### src/rtl/universal_register_pkg.sv
// Shared mode encoding and the per-bit next-state selector used by universal_register.
package universal_register_pkg;

   localparam int MODE_W = 3;

   typedef enum logic [MODE_W-1:0] {
      MODE_HOLD  = 3'd0,
      MODE_LOAD  = 3'd1,
      MODE_SHL   = 3'd2,
      MODE_SHR   = 3'd3,
      MODE_ROL   = 3'd4,
      MODE_ROR   = 3'd5,
      MODE_ASR   = 3'd6,
      MODE_CLEAR = 3'd7
   } mode_t;

   // Each candidate source is already the bit that would land in this position for that mode.
   function automatic logic next_bit(
      input mode_t m,
      input logic  cur_bit,
      input logic  load_bit,
      input logic  shl_bit,
      input logic  shr_bit,
      input logic  rol_bit,
      input logic  ror_bit,
      input logic  asr_bit
   );
      logic nb;
      nb = cur_bit;
      case (m)
         MODE_HOLD:  nb = cur_bit;
         MODE_LOAD:  nb = load_bit;
         MODE_SHL:   nb = shl_bit;
         MODE_SHR:   nb = shr_bit;
         MODE_ROL:   nb = rol_bit;
         MODE_ROR:   nb = ror_bit;
         MODE_ASR:   nb = asr_bit;
         MODE_CLEAR: nb = 1'b0;
         default:    nb = cur_bit;
      endcase
      return nb;
   endfunction

endpackage

### src/rtl/universal_register_dff_cell.sv
// Single-bit rising-edge storage cell with synchronous active-low reset to a per-bit value.
module dff_cell (
   input  logic clock,
   input  logic reset_n,
   input  logic reset_value,
   input  logic d,
   output logic q
);

   logic q_q;

   always_ff @(posedge clock) begin
      if (!reset_n) begin
         q_q <= reset_value;
      end else begin
         q_q <= d;
      end
   end

   assign q = q_q;

endmodule

### src/rtl/universal_register.sv
// WIDTH-bit register with hold/load/clear/shift/rotate modes built from dff_cell bits.
module universal_register
   import universal_register_pkg::*;
#(
   parameter int               WIDTH       = 8,
   parameter logic [WIDTH-1:0] RESET_VALUE = '0
) (
   input  logic              clock,
   input  logic              reset_n,
   input  logic              enable,
   input  logic [MODE_W-1:0] mode,
   input  logic [WIDTH-1:0]  d,
   input  logic              serial_in_left,
   input  logic              serial_in_right,
   output logic [WIDTH-1:0]  q,
   output logic              serial_out_left,
   output logic              serial_out_right
);

   logic [WIDTH-1:0] q_d;
   logic [WIDTH-1:0] q_q;
   logic [WIDTH-1:0] shl_src;
   logic [WIDTH-1:0] shr_src;
   logic [WIDTH-1:0] rol_src;
   logic [WIDTH-1:0] ror_src;
   logic [WIDTH-1:0] asr_src;
   mode_t            mode_sel;

   assign mode_sel = mode_t'(mode);

   // Neighbour words: bit i of each holds what position i receives in that mode.
   assign shl_src = {q_q[WIDTH-2:0], serial_in_right};
   assign shr_src = {serial_in_left, q_q[WIDTH-1:1]};
   assign rol_src = {q_q[WIDTH-2:0], q_q[WIDTH-1]};
   assign ror_src = {q_q[0], q_q[WIDTH-1:1]};
   assign asr_src = {q_q[WIDTH-1], q_q[WIDTH-1:1]};

   always_comb begin
      q_d = q_q;
      for (int i = 0; i < WIDTH; i++) begin
         if (enable) begin
            q_d[i] = next_bit(mode_sel, q_q[i], d[i], shl_src[i], shr_src[i],
                              rol_src[i], ror_src[i], asr_src[i]);
         end
      end
   end

   for (genvar g = 0; g < WIDTH; g++) begin : g_bit
      dff_cell u_cell (
         .clock       (clock),
         .reset_n     (reset_n),
         .reset_value (RESET_VALUE[g]),
         .d           (q_d[g]),
         .q           (q_q[g])
      );
   end

   assign q                = q_q;
   assign serial_out_left  = q_q[WIDTH-1];
   assign serial_out_right = q_q[0];

endmodule
### config.mk
export PLATFORM = sky130hd
export DESIGN_NAME = universal_register
export DESIGN_NICKNAME = d
export VERILOG_FILES = /design/src/rtl/universal_register_pkg.sv /design/src/rtl/universal_register_dff_cell.sv /design/src/rtl/universal_register.sv
export SDC_FILE = /design/constraint.sdc
export NUM_CORES = 1
export LEC_CHECK = 0
export BUFFER_PORTS_ARGS = -buffer_cell sky130_fd_sc_hd__buf_2
export CORE_MARGIN = 2
export CORE_UTILIZATION = 50
export CTS_BUF_LIST = sky130_fd_sc_hd__clkbuf_8
export CTS_CLUSTER_DIAMETER = 150
export CTS_CLUSTER_SIZE = 12
export DETAILED_ROUTE_END_ITERATION = 12
export GPL_ROUTABILITY_DRIVEN = 1
export PLACE_DENSITY = 0.8
export SLEW_MARGIN = 15
export SYNTH_ARGS = -nofsm -noshare
export SYNTH_HDL_FRONTEND = slang
export SYNTH_HIERARCHICAL = 1
export SYNTH_SLANG_ARGS = --single-unit
### constraint.sdc
create_clock -name clock -period 1.7 [get_ports clock]
set_input_delay 0.085 -clock clock [delete_from_list [all_inputs] [get_ports clock]]
set_output_delay 0.085 -clock clock [all_outputs]
set_load 0.005 [all_outputs]
# [Word-level counts from Yosys, hierarchy flattened]
# Cells that the tools add are included.
[word_totals] register_bits=8 in_bits=16
[op_classes] n_eq_ne=7 n_mux=8 n_bitwise=2 reduce_logical=6
[op_table] operator="$pmux W1 S4" n=6
[op_table] operator="$eq A3 B3 Y1 const B" n=4
[op_table] operator="$pmux W1 S5" n=2
[op_table] operator="$eq A3 B2 Y1 const B" n=2
[op_table] operator="$reduce_and A2 Y1" n=2
[op_table] operator="$reduce_or A2 Y1" n=2
[op_table] operator="$eq A3 B1 Y1 const B" n=1
[op_table] operator="$logic_not A3 Y1" n=1
[op_table] operator="$reduce_or A3 Y1" n=1
[op_table] operator="$not A1 Y1" n=2

# [Depth between registers and ports, before layout]
[logic_depth] depth_word=4 depth_mapped=6 ltp_nobuf=5

# [Hierarchy]
# The synthesis kept the hierarchy.
[by_module_without_submodules] module="universal_register" instances=1 cells_each=72 area_each_um2=465.4
[by_module_without_submodules] module="dff_cell" instances=8 cells_each=2 area_each_um2=35.0

# [Worst setup path after synthesis]
# No wires, ideal clock.
[synth_path] path_type="reg-to-reg" from="register g_bit[6].u_cell.q_q" to="register g_bit[7].u_cell.q_q" arrival_ns=1.205 path_slack_ns=0.374 stages_incl_launch_ff=6 path_buffers=0 period_less_slack_ns=1.326 path_cell_list="dfxtp_1 or2b_1 mux2_1 o22ai_1 a31oi_1 mux2_4"
[synth_via] elab_chain_cells=1
[synth_rtl] element="from (decl)" line_no="universal_register_dff_cell.sv:10" source="logic q_q;"
[synth_rtl] element="from (signal assigned)" line_no="universal_register_dff_cell.sv:14" source="q_q <= reset_value;"
[synth_rtl] element="$pmux W1 S5" line_no="universal_register_pkg.sv:30" source="case (m)"
[synth_rtl] element="to (signal assigned)" line_no="universal_register_dff_cell.sv:14"
[synth_rtl] element="to (decl)" line_no="universal_register_dff_cell.sv:10"
# Every way passes these cells.
# A chain may end at the register's enable or synchronous reset.

# [Worst setup path in the final report]
# Ends and elaborated chain as after synthesis.

==> results.sh <==
export IMPL_status="finished clean"
export IMPL_syn_inst=88
export IMPL_finClkSkew_ns=0.000651
export IMPL_ys_ff_latch=8
export IMPL_synth_main_ff_cell="dfxtp_1"
export IMPL_layout_worst_path_cycle_share=0.818
export IMPL_post_cts_buffers=0
export IMPL_maxCapViolations=0
export IMPL_rrSetupSlack_ns=0.31
export IMPL_crit_required_ns=1.82
export IMPL_wl_per_cell_um=12.7
export IMPL_vdd_drop_max_v=0.000514
export IMPL_core_area_sq_um=1350
export IMPL_antenna_found_initial=0
export IMPL_die_area_sq_um=1820
export IMPL_area_growth_pct=20.1
export IMPL_place_area_sq_um=855
export IMPL_postCtsHoldBufs=0
export IMPL_layout_commonest_cell="buf_2"
export IMPL_globalRouteTotalUtil=0.196
export IMPL_finalNonFillerCells=131
export IMPL_report_final_slew_viol_count=0
export IMPL_root_buffer="clkbuf_8"
export IMPL_cts_htree_levels=1
export IMPL_grt_pass1_vias=602
export IMPL_tns_ns=0
export IMPL_initial_core_util=0.552
export IMPL_placed_cells=128
export IMPL_grt_pass1_wl_um=2650
export IMPL_crit_fanout=4
export IMPL_postCtsResizedCells=0
export IMPL_diodes=0
export IMPL_fin_util=0.664
export IMPL_cts_tree="yes"
export IMPL_post_route_drc_count=0
export IMPL_grt_max_degree=21
export IMPL_synth_edf_count=0
export IMPL_hold_path_class="in -> reg"
export IMPL_yosysSeqAreaShare=0.215
export IMPL_max_freq_mhz=719
export IMPL_finalHoldViolCount=0
export IMPL_crit_path_end_kind="register"
export IMPL_nets=134
export IMPL_die_y_um=42.6
export IMPL_drt_total_wl_um=1660
export IMPL_period_minus_slack_ns=1.39
export IMPL_grt_remaining_overflow=0
export IMPL_critPathKind="reg -> reg"
export IMPL_avgSynthCellArea_sq_um=8.47
export IMPL_ys_warn_count=6
export IMPL_drt_iter0_drc=24
export IMPL_clk_latency_ns=0.23
export IMPL_clk_pin_slew_worst_paths_ns=0.04
export IMPL_ioPinCount=26
export IMPL_place_hpwl_um=1180
export IMPL_die_x_um=42.6
export IMPL_cts_made_buffers=3
export IMPL_gp_congestion=0.788
export IMPL_row_count=13
export IMPL_dr_pass1_iters=4
export IMPL_syn_area_sq_um=746
export IMPL_clock_sinks=8
export IMPL_synthArstFlopShare=0
export IMPL_p_per_area_nw_per_um2=792
export IMPL_finalSetupViolations=0
export IMPL_synth_cell_types=27
export IMPL_rsz0062_at_grt="no"
export IMPL_fill_cells=115
export IMPL_via_per_inst=5.45
export IMPL_vias=714
export IMPL_ant_nets=0
export IMPL_finalInstanceArea_sq_um=896
export IMPL_cp_start_kind="register"
export IMPL_final_cell_mix="buf_2, nand2_1, nor2_1"
export IMPL_cp_arrival_ns=1.51
export IMPL_p_leak_nw=0.398
export IMPL_clockBufferDepth=2
export IMPL_power_total_w=0.000710
export IMPL_drive_gt1_frac=0.353
export IMPL_largest_reg_flops=8
export IMPL_port_buffers=25
==> cell families (layout without fill, tap and decap cells) <==
group | Yosys count | count (layout) | synth area share
AO/OA/AOI/OAI | 20 | 20 | 0.181
XOR/XNOR | 1 | 1 | 0.0218
buffers and inverters | 8 | 29 | 0.0872
flip-flops | 8 | 8 | 0.215
multiplexers | 11 | 11 | 0.221
other | 1 | 8 | 0.00503
AND/OR/NAND/NOR | 39 | 39 | 0.268
==> path summary, 6_finish.rpt <==
path | startpoint | depth (start not counted) | to
worst max-delay path | g_bit[6].u_cell/q | 5 | g_bit[7].u_cell/q
worst min-delay path | d[6] | 4 | g_bit[6].u_cell/q
worst max register to register | g_bit[6].u_cell/q | 5 | g_bit[7].u_cell/q
worst min register to register | g_bit[1].u_cell/q | 3 | g_bit[0].u_cell/q
==> where the power goes <==
group / internal, W / switching [W] / leakage (nW)
sequential: 0.000214 / 0.0000283 / 0.0675
clock: 0.000155 / 0.0000875 / 0.0216
combinational: 0.000126 / 0.0000989 / 0.309
==> synth_stat cells (2+ instances only) <==
library cell	count	area (sq um)
mux2_4	8	120
nor3b_1	6	45.0
o21ai_0	2	10.0
a41oi_1	6	52.6
nand3b_1	2	15.0
dfxtp_1	8	160
buf_6	3	33.8
nor2_1	9	33.8
buf_4	3	22.5
nand2b_1	6	37.5
a21oi_1	7	35.0
nand2_1	13	48.8
==> routing by layer <==
metal | up-vias | global-route usage | wire length, um
met2 | 25 | 0.288 | 747
li1 | 364 | - | -
met5 | - | 0 | 0
met1 | 318 | 0.247 | 754
met4 | 0 | 0.138 | 59
met3 | 7 | 0.0474 | 101
==> metrics by stage <==
stage / setup WS, ns / hold WS, ns
2_1_floorplan: 0.374 / 0.241
5_1_grt: 0.286 / 0.352
3_5_place_dp: 0.207 / 0.526
6_report: 0.310 / 0.311
4_1_cts: 0.310 / 0.306
3_3_place_gp: 0.250 / 0.525
==> cell type report <==
type	count	area, sq um	share of cell area
clock buffers	3	41.3	0.0461
inverters	1	3.75	0.00419
multi-input cells	79	547	0.610
flip-flops and latches	8	160	0.179
well taps	15	18.8	0.0209
repair buffers	25	125	0.140
==> worst max-delay path, stage by stage, from the launching register on <==
cell and delay, ns:
dfxtp_1 0.33, or2b_1 0.22, mux2_1 0.28, o22ai_1 0.13, a31oi_1 0.05, mux2_4 0.26
(Power assumes the default switching activity.)
